[config.mk]
export PLATFORM = sky130hd
export DESIGN_NAME = estadistica_comparador
export DESIGN_NICKNAME = d
export VERILOG_FILES = /design/src/rtl/estadistica_comparador.sv
export SDC_FILE = /design/constraint.sdc
export NUM_CORES = 1
export LEC_CHECK = 0
export ABC_AREA = 1
export BUFFER_PORTS_ARGS = -buffer_cell sky130_fd_sc_hd__buf_2
export CAP_MARGIN = 0
export CORE_ASPECT_RATIO = 1.75
export CORE_MARGIN = 8
export CORE_UTILIZATION = 40
export DETAILED_ROUTE_END_ITERATION = 12
export GPL_TIMING_DRIVEN = 0
export SLEW_MARGIN = 10
export SYNTH_ARGS = -nofsm -noshare
export SYNTH_HDL_FRONTEND = slang
export SYNTH_SLANG_ARGS = --single-unit
[constraint.sdc]
create_clock -name clk -period 1.4 [get_ports clk]
set_clock_uncertainty 0.05 [all_clocks]
set_input_delay 0.28 -clock clk [delete_from_list [all_inputs] [get_ports clk]]
set_output_delay 0.28 -clock clk [all_outputs]
set_load 0.01 [all_outputs]
[src/rtl/estadistica_comparador.sv]
// Statistics and stability stage behind the 3-bit magnitude comparator:
// saturating outcome tallies, run tracking with a stable flag, sticky illegal-code error.
module estadistica_comparador #(
    parameter int CNT_W    = 8,
    parameter int STABLE_N = 4
) (
    input  logic             clk,
    input  logic             rst_n,
    input  logic             valid_in,
    input  logic [2:0]       res,
    input  logic             clear,
    output logic [CNT_W-1:0] cnt_mayor,
    output logic [CNT_W-1:0] cnt_igual,
    output logic [CNT_W-1:0] cnt_menor,
    output logic             estable,
    output logic [2:0]       codigo_estable,
    output logic             cambio,
    output logic             err
);

    typedef enum logic [1:0] {
        VACIO   = 2'd0,
        SEGUIR  = 2'd1,
        ESTABLE = 2'd2
    } estado_t;

    localparam logic [2:0]       COD_MAYOR = 3'b100;
    localparam logic [2:0]       COD_IGUAL = 3'b000;
    localparam logic [2:0]       COD_MENOR = 3'b001;
    localparam logic [CNT_W-1:0] CNT_MAX   = {CNT_W{1'b1}};
    localparam logic [CNT_W-1:0] CNT_UNO   = {{(CNT_W-1){1'b0}}, 1'b1};
    localparam logic [3:0]       RUN_OBJ   = 4'(STABLE_N);

    estado_t    estado;
    logic [3:0] run;
    logic [2:0] ultimo;
    logic       codigo_ok;
    logic       legal;
    logic       ilegal;
    logic       repite;

    assign codigo_ok = (res == COD_MAYOR) || (res == COD_IGUAL) || (res == COD_MENOR);
    assign legal     = valid_in && codigo_ok;
    assign ilegal    = valid_in && !codigo_ok;
    assign repite    = (res == ultimo);

    // Tallies stick at all-ones instead of wrapping.
    always_ff @(posedge clk or negedge rst_n) begin
        if (!rst_n) begin
            cnt_mayor <= '0;
            cnt_igual <= '0;
            cnt_menor <= '0;
        end else if (clear) begin
            cnt_mayor <= '0;
            cnt_igual <= '0;
            cnt_menor <= '0;
        end else if (legal) begin
            case (res)
                COD_MAYOR: if (cnt_mayor != CNT_MAX) cnt_mayor <= cnt_mayor + CNT_UNO;
                COD_IGUAL: if (cnt_igual != CNT_MAX) cnt_igual <= cnt_igual + CNT_UNO;
                COD_MENOR: if (cnt_menor != CNT_MAX) cnt_menor <= cnt_menor + CNT_UNO;
                default: ;
            endcase
        end
    end

    always_ff @(posedge clk or negedge rst_n) begin
        if (!rst_n) begin
            err <= 1'b0;
        end else if (clear) begin
            err <= 1'b0;
        end else if (ilegal) begin
            err <= 1'b1;
        end
    end

    // Illegal codes fall outside `legal`, so they neither extend nor break a run.
    always_ff @(posedge clk or negedge rst_n) begin
        if (!rst_n) begin
            estado         <= VACIO;
            run            <= 4'd0;
            ultimo         <= 3'b000;
            estable        <= 1'b0;
            codigo_estable <= 3'b000;
            cambio         <= 1'b0;
        end else begin
            cambio <= 1'b0;
            if (clear) begin
                estado         <= VACIO;
                run            <= 4'd0;
                ultimo         <= 3'b000;
                estable        <= 1'b0;
                codigo_estable <= 3'b000;
            end else if (legal) begin
                case (estado)
                    VACIO: begin
                        ultimo <= res;
                        run    <= 4'd1;
                        estado <= SEGUIR;
                    end
                    SEGUIR: begin
                        if (repite) begin
                            if ((run + 4'd1) == RUN_OBJ) begin
                                run            <= RUN_OBJ;
                                estado         <= ESTABLE;
                                estable        <= 1'b1;
                                codigo_estable <= res;
                                cambio         <= 1'b1;
                            end else begin
                                run <= run + 4'd1;
                            end
                        end else begin
                            ultimo <= res;
                            run    <= 4'd1;
                        end
                    end
                    ESTABLE: begin
                        if (repite) begin
                            run <= RUN_OBJ;
                        end else begin
                            ultimo  <= res;
                            run     <= 4'd1;
                            estado  <= SEGUIR;
                            estable <= 1'b0;
                        end
                    end
                    default: begin
                        estado  <= VACIO;
                        run     <= 4'd0;
                        estable <= 1'b0;
                    end
                endcase
            end
        end
    end

endmodule

==> impl_results.md, run 1 <==
* Status: finished, violations left
* Violated checks: setup timing
* Crit Path Class: reg2reg
* Vias at between 2000 and 2500
* F_max at roughly 690 MHz
* Vias in the first global route at approximately 2200
* Inserted Clock Buffers at 5
* Post-Synth Adder-Cell Area at 5.22%
* Initial Util at approximately two fifths
* Final Hold Viols at 0
* Num Clock Sinks at 39
* Pwr/cell area at ~840 nW/um^2
* Register area at between 900 and 1000 um^2
* IO Port Bufs at 35
* Critical-path top delay cell: dfrtp_1
* CTS H-Tree Depth at 2
* Global-route wire length before repair at roughly 9.9 mm
* Die width at 74.5 um
* Simple-gate share of the synthesized area at between 30% and 40%
* Num ports at 37
* Xor-xnor portion of the synthesized cell area at about 6.2%
* Syn Area/Cell at 8.15 um^2
* Antenna violations before repair at 0
* WHS at approximately 0.055 ns
* Grt ovf at 0
* Initial DRC Count at ~110
* Critical Path RT at approximately 1.6 ns
* Worst setup EP type: flip-flop
* Syn Nets at around 310
* Fraction of layout cells with a size suffix above 1 at ~43%
* # diodes at 0
* Num rows at 37
* Antenna-violating nets left at 0
* Vias per Instance at 4.98
* Final worst slack at -0.0393 ns
* Mapped Cells at just under 300
* Sequential share of the synthesized area at roughly two fifths
* Unique masters post-synth at 35
* # setup viols final at 20
* Post-route clock period utilization at 103%
* Wire length per cell at approximately 14 um
* Mapped Area at approximately 2400 um^2
* Largest net degree at the start of global routing at 40
* Hold_buf cts at 0
* Dpl hpwl at about 4.3 mm
* Dpl ws at -0.270 ns
* Core area at 5830 um^2
* DRC at 0
* Largest family of logic cells by synthesized area: simple AND/OR/NAND/NOR gates
* Synth warnings at 0
* Dpl cells at between 400 and 500
* Startpoint types: flip-flop
* Synth Area in Compound Gates at 7.67%
* Slowest stage delay, CP at slightly above 0.4 ns
* VDD IR max at 0.574 mV
* Final min period at around 1.4 ns
* Layout area overhead at 40.3%
* Layout fillers at around 560
* Fin. max-slew vios at 0
* Crit path max fanout at 6
* Post-Layout Cell Count at 452
* Max_cap viols at 0
* Post-Route WL at 6.37 mm
* Mux share of post-synthesis cell area at 0%
* Yosys top cell by area: dfrtp_1
* Slew HR at about two fifths
* Yosys top cell area share at 40.7%
* RSZ-0062 raised after global routing: true
* Die H at approximately 120 um
* Worst-margin pin slew at 0.911 ns
* CTS tree: built
* Total Routing Usage GR at between 10% and 20%
* Nets at 390
* Clock buffer depth at 2
* Hold Path Class: in2async
* Routability Congestion at between 0.8 and 0.9
* Register bit count reported by yosys at 39
* Clock latency on the worst-skew pair at approximately 0.31 ns
* DIE AREA at 8820 um^2
* Main area contributors after synthesis: dfrtp_1 (41%), nand2_1 (11%), nand3_1 (5.6%)
* Multi-input gate area at 1520 um^2
* First drt pass iteration count at 4
* Leakage power at 1.68 nW
* Worst EP arrival at 1.59 ns
* Root buf cell: clkbuf_8
* Cells along the critical path: ha_2 > nand3_4 > nand3b_1 > nand3_4 > buf_12 > nand2_2 > o21ai_1
* Worst-path clk slew at approximately 0.09 ns
* Most used cell along the critical path: nand3_4
-- per-layer routing --
layer / vias up / routed length (um) / GRT usage, %
li1: 1107 / - / -
met1: 1093 / 2480 / 14.9
met2: 39 / 3500 / 25.9
met3: 12 / 237 / 2.79
met4: 0 / 145 / 6.79
met5: - / 0 / 0
-- worst max-delay path: cells and delay by family, from the launching register on --
| family | cells | cell delay [ns] |
|---|---|---|
| AOI/OAI and AO/OA | 1 | 0.05 |
| buffers and inverters | 1 | 0.17 |
| and+or+nand+nor | 4 | 0.44 |
| adders and majority gates | 1 | 0.21 |
| DFF | 1 | 0.41 |
-- worst paths after layout --
check / startpoint / endpoint / slack (ns) / depth (start not counted)
max in group asynchronous: rst_n / cnt_menor[4] / 0.62 / 1
hold / removal: rst_n / estable / 0.06 / 1
hold reg to reg: estable / estable / 0.42 / 2
setup / recovery: cnt_mayor[1] / cnt_mayor[2] / -0.04 / 7
setup reg to reg: cnt_mayor[1] / cnt_mayor[2] / -0.04 / 7
min in group clk: valid_in / err / 0.22 / 3
-- synthesized netlist by cell type --
cell       n
nor2_1    23
or2_1      1
o21ai_1   13
nand3_4    2
inv_4      2
nor3_1     2
nand4_1    7
dfrtp_1   39
inv_1     29
and3_1     1
nand2_4    7
o211ai_1   1
buf_2      3
nor3_2     1
xnor2_1    1
nor4_2     1
inv_2      5
nand3_2    5
buf_1      1
nor3b_1    1
ha_1      10
xnor2_2    1
o21ai_0    7
o21ai_2    2
xor2_1    14
nand2_1   70
nor2_4     1
nand3_1   27
a21oi_2    1
clkinv_1   1
a21oi_1    4
nor2_2     2
o31ai_1    4
nand2_2    3
nand3b_1   2
-- area by class of cell --
cell class,count,share of cell area [%]
plain buffers,4,0.558
clock buffers,7,2.27
clock inverters,1,0.149
inverters,37,4.72
multi-input cells,214,45.1
flip-flops and latches,39,29.3
well taps,78,2.90
repair buffers,71,14.9
repair inverters,1,0.112
-- layout by cell type (no fill, tap or decap), types with 2 or more instances in the layout --
cell type	netlist	routed
dfrtp_1	39	32
ha_4	0	6
clkbuf_8	0	5
o21ai_0	7	3
inv_4	2	4
nand3b_1	2	2
nor2_4	1	3
buf_4	0	27
nand2_2	3	13
inv_1	29	23
o31ai_1	4	4
inv_2	5	8
xor2_1	14	14
nand2_1	70	55
ha_1	10	3
a21oi_1	4	2
clkbuf_1	0	2
o21ai_1	13	15
a21oi_2	1	3
o21ai_2	2	4
nand3_2	5	7
nand3_1	27	22
buf_6	0	10
nand2_8	0	2
nor2_1	23	22
dfrtp_2	0	7
nand4_1	7	7
inv_6	0	2
nand2_4	7	10
buf_2	3	36
nand3_4	2	5
-- flip-flops by register name, indices dropped and copies added (netlist names) --
signal,flops
cnt_igual,8
cnt_mayor,8
cnt_menor,8
run,4
codigo_estable,3
ultimo,3
estado,2
cambio,1
err,1
estable,1
-- timing repair --
item                                    CTS  global route
setup buffers                            23            13
cloned                                    1             0
pin swaps                                13            29
gates resized for setup                  32            43
endpoints found under the setup margin   36            37
-- through the flow --
| step | util, % | power [mW] | setup TNS (ns) | instance area, um^2 |
|---|---|---|---|---|
| floorplan | - | 1.60 | -0.140 | 2440 |
| global placement | 46.5 | 1.75 | -2.38 | 2710 |
| detailed placement | 46.5 | 1.76 | -3.24 | 2710 |
| CTS | 52.7 | 2.69 | -0.258 | 3070 |
| global route | 57.7 | 2.97 | -2.34 | 3360 |
| finish | 57.7 | 2.82 | -0.419 | 3360 |
-- power by group --
group,leakage [nW],switching [mW],internal [mW]
clock,0.0422,0.434,0.351
combinational,1.12,0.441,0.339
sequential,0.523,0.0681,1.19
-- kinds of logic (layout without fill, tap and decap cells) --
group | Yosys count | after routing
simple gates | 156 | 156
buf+inv | 41 | 121
compound gates | 32 | 32
fa+ha+maj | 10 | 10
xor+xnor | 16 | 16
flops | 39 | 39
Power figures use the tool's default switching activity.
==> run 2, diff against run 1 <==
--- a/config.mk
+++ b/config.mk
@@ -5,9 +5,8 @@
 export SDC_FILE = /design/constraint.sdc
 export NUM_CORES = 1
 export LEC_CHECK = 0
-export ABC_AREA = 1
+export ABC_AREA = 0
 export BUFFER_PORTS_ARGS = -buffer_cell sky130_fd_sc_hd__buf_2
-export CAP_MARGIN = 0
 export CORE_ASPECT_RATIO = 1.75
 export CORE_MARGIN = 8
 export CORE_UTILIZATION = 40
==> run 2 against run 1 <==
Against the previous run: the flow still finishes with violations (setup timing); power down 17%; via count down 13%; die area down 5.0%; design area up 0.56%; register-to-register slack worse by 0.36 ns; combinational power down 45%; cell count down 15%; clock power down 7.0%; largest cell class unchanged; worst hold slack worse by 0.0020 ns; critical path depth down 1; routed wire length down 1.5%.
==> impl_results.md, run 2 <==
* Seq pwr share at 50.6% (+6.1 points)
* Reg2reg start: run[1]
* Most frequent cells in the layout: buf_2 (33), dfrtp_1 (30), nor2_1 (29), buf_4 (27), nand2_1 (14)
* Max_cap viols at 0 (unchanged)
* Yosys top cell area share at 43.3% (+2.6 points)
* First drt pass iteration count at 4 (unchanged)
* Status: finished, violations left
* Violated checks: setup timing
* Commonest cells post-synth: dfrtp_1 (39), nor2_1 (32), nand2_1 (17)
* Pint at 1.68 mW (-10%)
* Vias in the first global route at 2014 (-7.5%)
* RSZ-0062 raised after global routing: true
* Startpoint types: flip-flop
* R2r setup slk at -0.40 ns (-0.36 ns)
* Cells along the critical path: buf_4 > a21bo_2 > a311oi_4 > nor4_4 > a32oi_1 > o21ai_1
* Die width at 72.7 um (-2.4%)
* Die H at 115 um (-2.6%)
* Leakage power at 1.47 nW (-13%)
* Layout area overhead at 50.1%
* Top-count cell post-synth: dfrtp_1
* Gate power share at 18.3% (-9.4 points)
* DIE AREA at 8390 um^2 (-5.0%)
* Crit Path Class: reg2reg
* # setup viols final at 18 (-10%)
* Mapped Cells at 228 (-22%)
* Fraction of layout cells with a size suffix above 1 at 51.0% (+7.7 points)
* Total Power at 2.34 mW (-17%)
* Unique masters post-synth at 51 (+46%)
* Worst-path clk slew at 0.08 ns (about the same)
* Crit path max fanout at 4 (-2)
* Slowest stage delay, CP at 0.45 ns (+0.04 ns)
* F_max at 556 MHz (-20%)
* Syn Area/Cell at 9.88 um^2 (+21%)
* Num ports at 37 (unchanged)
* Post-Layout Cell Count at 382 (-15%)
* Core Util, Final at 61.6% (+3.9 points)
* Vias at 1963 (-13%)
* Clock network fraction of total power at 31.1% (+3.3 points)
* Yosys top cell by area: dfrtp_1
* Initial Util at 41.0% (-0.092 points)
* VDD IR max at 0.693 mV (+21%)
* FF-to-FF path depth at 6 (-1)
* Largest net degree at the start of global routing at 40 (unchanged)
* Psw at 0.660 mW (-30%)
* Critical-path top delay cell: dfrtp_2
* IO Port Bufs at 34 (-2.9%)
* Hold Path Class: in2async
* Final worst slack at -0.400 ns (-0.361 ns)
* Post-route clock period utilization at 129% (+26 points)
* Worst EP arrival at 1.91 ns (+0.32 ns)
* RR Endpoint: estable
* Nets at 322 (-17%)
* CP bufs+invs at 1 (unchanged)
* Root buf cell: clkbuf_8
* Top Registers: cnt_igual (8), cnt_mayor (8), cnt_menor (8)
* Antenna-violating nets left at 0 (unchanged)
* Main area contributors after synthesis: dfrtp_1 (43%), ha_1 (5.6%), xnor2_1 (5.4%)
* Post-synth EDFFs at 0 (unchanged)
* Post-Route WL at 6.27 mm (-1.5%)
* Dpl cells at 338 (-17%)
* Post-synth ARST share at 100% (unchanged)
* Num Clock Sinks at 39 (unchanged)
* Global-route wire length before repair at 9.87 mm (-0.69%)
* DRC at 0 (unchanged)
* Initial DRC Count at 77 (-27%)
* Dpl hpwl at 4.02 mm (-6.3%)
* CP delay by family, top: compound AO/OA/AOI/OAI gates
* Routability Congestion at 0.771 (-7.6%)
* Clock buffer depth at 2 (unchanged)
* Slew HR at 42.8% (+3.5 points)
* Antenna violations before repair at 0 (unchanged)
* Hold_buf cts at 0 (unchanged)
* Pwr/cell area at 693 nW/um^2 (-17%)
* Sequential share of the synthesized area at 43.3% (+2.6 points)
* Syn Nets at 245 (-21%)
* Switching part of the total power at 28.1% (-5.3 points)
* Wire length per cell at 16.4 um (+17%)
* # diodes at 0 (unchanged)
* Commonest non-fill, non-tap cell in the layout: buf_2
* Fin. max-slew vios at 0 (unchanged)
* Final Hold Viols at 0 (unchanged)
* Worst setup EP type: flip-flop
* WHS at 0.0532 ns (-0.00196 ns)
* Final min period at 1.80 ns (+0.361 ns)
* Dominant synthesized flop cell: dfrtp_1
* Num rows at 36 (-2.7%)
* Core area at 5500 um^2 (-5.8%)
* Synth warnings at 0 (unchanged)
* CTS tree: built
* CTS H-Tree Depth at 2 (unchanged)
* Mapped Area at 2250 um^2 (-6.0%)
* Grt ovf at 0 (unchanged)
* Vias per Instance at 5.14 (+3.2%)
* Clock latency on the worst-skew pair at 0.29 ns (-0.02 ns)
* Register bit count reported by yosys at 39 (unchanged)
* Total Routing Usage GR at 14.8% (+0.46 points)
* Layout fillers at 460 (-18%)
* Inserted Clock Buffers at 5 (unchanged)
* Worst-margin pin slew at 0.858 ns (-0.0525 ns)
* Critical Path RT at 1.51 ns (-0.04 ns)
run 2: changes by cell type in the layout (fill, tap and decap cells not counted), moves of 5 or more:
cell	delta
a21oi_1	+5
inv_1	-18
inv_2	-6
nand2_1	-41
nand2_2	-10
nand2_4	-9
nand3_1	-16
nand3_2	-6
nor2_1	+7
o21ai_1	-12
xnor2_1	+12
xor2_1	-7
run 2: final cells by class:
type / count / area, um^2 / area share, %
multi-input combinational: 177 / 1680 / 49.7
timing repair buffer: 69 / 469 / 13.9
inverter: 7 / 26.3 / 0.777
buffer: 6 / 38.8 / 1.15
tap: 76 / 95.1 / 2.81
clock buffer: 5 / 68.8 / 2.03
clock inverter: 3 / 15.0 / 0.444
sequential: 39 / 987 / 29.2
run 2: power by group through the flow:
stage               registers, mW  clock network (mW)  logic (mW)
finish                       1.19               0.729       0.430
global route                 1.19               0.812       0.466
CTS                          1.17               0.763       0.333
detailed placement           1.19                   0       0.267
global placement             1.19                   0       0.264
floorplan                    1.19                   0       0.178
run 2: repair_timing:
item                                    CTS  global route
endpoints found under the setup margin   35            35
setup buffers                            21            14
gates resized for setup                  36            41
gates cloned                              1             0
pin swaps                                16            34
run 2: logic make-up (layout without fill, tap and decap cells):
group / after synthesis / count (layout) / synth area share [%]
adders and majority gates: 10 / 10 / 5.55
DFF: 39 / 39 / 43.3
buffers and inverters: 13 / 90 / 2.83
and+or+nand+nor: 99 / 99 / 24.9
xor gates and xnor gates: 26 / 26 / 10.8
AOI/OAI and AO/OA: 35 / 36 / 9.88
muxes: 6 / 6 / 2.78
run 2: how the worst max path moves through the flow:
stage                     startpoint           endpoint  slack, ns  depth (start not counted)
after floorplan               run[0]            estable      -0.25                          6
after global placement        res[1]          ultimo[0]      -0.46                          6
after detailed placement      res[1]          ultimo[0]      -0.47                          6
after CTS                     run[0]          estado[0]      -0.39                          6
after global routing          run[0]  codigo_estable[2]      -0.50                          6
final                         run[1]            estable      -0.40                          6
run 2: metal layers:
| metal | wire, um | global-route usage (%) | vias up |
|---|---|---|---|
| met5 | 0 | 0 | - |
| met4 | 80 | 6.18 | 0 |
| met3 | 139 | 2.71 | 6 |
| met2 | 3700 | 27.7 | 33 |
| met1 | 2350 | 15.4 | 976 |
| li1 | - | - | 948 |
run 2: metrics by stage:
step / setup WS [ns] / TNS [ns] / cell area [um^2]
6_report: -0.400 / -4.30 / 3380
5_1_grt: -0.502 / -6.46 / 3380
4_1_cts: -0.386 / -3.84 / 3050
3_5_place_dp: -0.474 / -8.55 / 2620
3_3_place_gp: -0.463 / -8.04 / 2620
2_1_floorplan: -0.247 / -1.87 / 2350
==> run 3, diff against run 2 <==
--- a/config.mk
+++ b/config.mk
@@ -12,6 +12,7 @@
 export CORE_UTILIZATION = 40
 export DETAILED_ROUTE_END_ITERATION = 12
 export GPL_TIMING_DRIVEN = 0
+export SETUP_SLACK_MARGIN = 0.1
 export SLEW_MARGIN = 10
 export SYNTH_ARGS = -nofsm -noshare
 export SYNTH_HDL_FRONTEND = slang
==> run 3 against run 2 <==
Against the previous run: the run still ends with setup timing left; flip-flop and latch count unchanged; via count is 4.7% higher; largest power group unchanged; clock power about the same; utilization up 4.2 points; critical endpoint is now estado[1]; cell count increased by 2.9%; power shrank 1.3%; global-route usage up 1.2 points; combinational power decreased by 6.5%; register-to-register slack gained 0.03 ns; fmax grew 1.9%.
==> impl_results.md, run 3 (synthesized netlist as in run 2, its figures left out) <==
* Final min period at 1.77 ns (-0.0344 ns)
* Vias per Instance at 5.23 (+1.8%)
* Post-route clock period utilization at 126% (-2.5 points)
* Status: finished, violations left
* First drt pass iteration count at 4 (unchanged)
* Largest net degree at the start of global routing at 40 (unchanged)
* VDD IR max at 0.521 mV (-25%)
* Final worst slack at -0.366 ns (+0.0344 ns)
* Startpoint types: flip-flop
* # setup viols final at 23 (+5)
* Core Util, Final at 65.8% (+4.2 points)
* Grt ovf at 0 (unchanged)
* Critical Path RT at 1.50 ns (about the same)
* Dpl hpwl at 4.22 mm (+5.1%)
* Inserted Clock Buffers at 5 (unchanged)
* Leakage power at 1.54 nW (+4.9%)
* Most frequent cells in the layout: buf_6 (34), buf_4 (27), nor2_1 (26), dfrtp_1 (24), buf_2 (22)
* Worst-path clk slew at 0.08 ns (about the same)
* RSZ-0062 raised after global routing: true
* Slew HR at 41.3% (-1.5 points)
* Num Clock Sinks at 39 (unchanged)
* Initial Util at 41.0% (unchanged)
* # diodes at 0 (unchanged)
* Clock latency on the worst-skew pair at 0.29 ns (about the same)
* Post-Route WL at 6.71 mm (+7.1%)
* Num rows at 36 (unchanged)
* Global-route wire length before repair at 10.5 mm (+6.6%)
* IO Port Bufs at 34 (unchanged)
* CTS tree: built
* Root buf cell: clkbuf_8
* F_max at 566 MHz (+1.9%)
* WHS at 0.0578 ns (+0.00459 ns)
* Routability Congestion at 0.797 (+3.4%)
* Antenna violations before repair at 0 (unchanged)
* Worst EP arrival at 1.87 ns (-0.04 ns)
* DIE AREA at 8390 um^2 (unchanged)
* Vias at 2055 (+4.7%)
* Max_cap viols at 0 (unchanged)
* Crit Path Class: reg2reg
* Violated checks: setup timing
* Pwr/cell area at 640 nW/um^2 (-7.6%)
* Final Hold Viols at 0 (unchanged)
* Clock buffer depth at 2 (unchanged)
* Worst-margin pin slew at 0.880 ns (+0.0218 ns)
* Total Routing Usage GR at 16.1% (+1.2 points)
* Commonest non-fill, non-tap cell in the layout: buf_6
* Num ports at 37 (unchanged)
* Core area at 5500 um^2 (unchanged)
* Nets at 334 (+3.7%)
* Die width at 72.7 um (unchanged)
* Fin. max-slew vios at 0 (unchanged)
* Hold Path Class: in2async
* Hold_buf cts at 0 (unchanged)
* Layout area overhead at 60.5%
* Die H at 115 um (unchanged)
* Antenna-violating nets left at 0 (unchanged)
* DRC at 0 (unchanged)
* CTS H-Tree Depth at 2 (unchanged)
* Initial DRC Count at 81 (+5.2%)
* Wire length per cell at 17.1 um (+4.1%)
* Fraction of layout cells with a size suffix above 1 at 55.8% (+4.9 points)
* Crit path max fanout at 4 (unchanged)
* Layout fillers at 432 (-6.1%)
* Vias in the first global route at 2212 (+9.8%)
* Worst setup EP type: flip-flop
* Top Registers: cnt_igual (8), cnt_mayor (8), cnt_menor (8)
## run 3: worst paths after layout
check | cells past startpoint | end | slack [ns] | start
min in group clk | 3 | codigo_estable[0] | 0.26 | res[0]
max in group asynchronous | 1 | cnt_igual[2] | 0.63 | rst_n
worst max register to register | 6 | estado[1] | -0.37 | run[1]
worst max-delay path | 6 | estado[1] | -0.37 | run[1]
worst min register to register | 2 | err | 0.45 | err
worst min-delay path | 1 | codigo_estable[2] | 0.06 | rst_n
## run 3: layer usage
layer  track usage, %  wire [um]  vias to the layer above
li1                 -          -                      975
met1             15.8       2500                     1029
met2             31.4       3930                       41
met3             2.27        181                       10
met4             6.85        106                        0
met5                0          0                        -
## run 3: final cells by class
| type | count | area, um^2 | area share (%) |
|---|---|---|---|
| Clock buffer | 7 | 76.3 | 2.11 |
| Buffer | 6 | 47.5 | 1.31 |
| Tap cell | 76 | 95.1 | 2.63 |
| Inverter | 7 | 26.3 | 0.727 |
| Timing Repair Buffer | 82 | 684 | 18.9 |
| Multi-Input combinational cell | 176 | 1690 | 46.8 |
| Sequential cell | 39 | 995 | 27.5 |
## run 3: stage by stage
stage	setup WS [ns]	total power, mW	TNS [ns]	area (um^2)	instances
2_1_floorplan	-0.247	1.40	-1.80	2460	228
3_3_place_gp	-0.444	1.49	-8.47	2730	338
3_5_place_dp	-0.468	1.49	-8.17	2730	338
4_1_cts	-0.364	2.29	-3.67	3320	380
5_1_grt	-0.462	2.40	-5.66	3620	393
6_report	-0.366	2.31	-3.72	3620	393
## run 3: report_power, final
group          leakage (nW)  switching (mW)  internal [mW]
Combinational         0.983           0.223          0.179
Sequential            0.516          0.0350           1.15
Clock                0.0383           0.386          0.344
Total                  1.54           0.644           1.67
## run 3: worst max-delay path, stage by stage, from the launching register on
cell and delay [ns]:
dfrtp_2 0.47, ha_4 0.18, and3b_2 0.27, a311oi_2 0.13, or3_4 0.37, nand2_1 0.07
o21ai_0 0.07
## run 3: repair_timing
action	4_1_cts	5_1_grt
buffers inserted	36	15
resized for setup	52	42
pin swaps	36	25
endpoints found under the setup margin	41	49
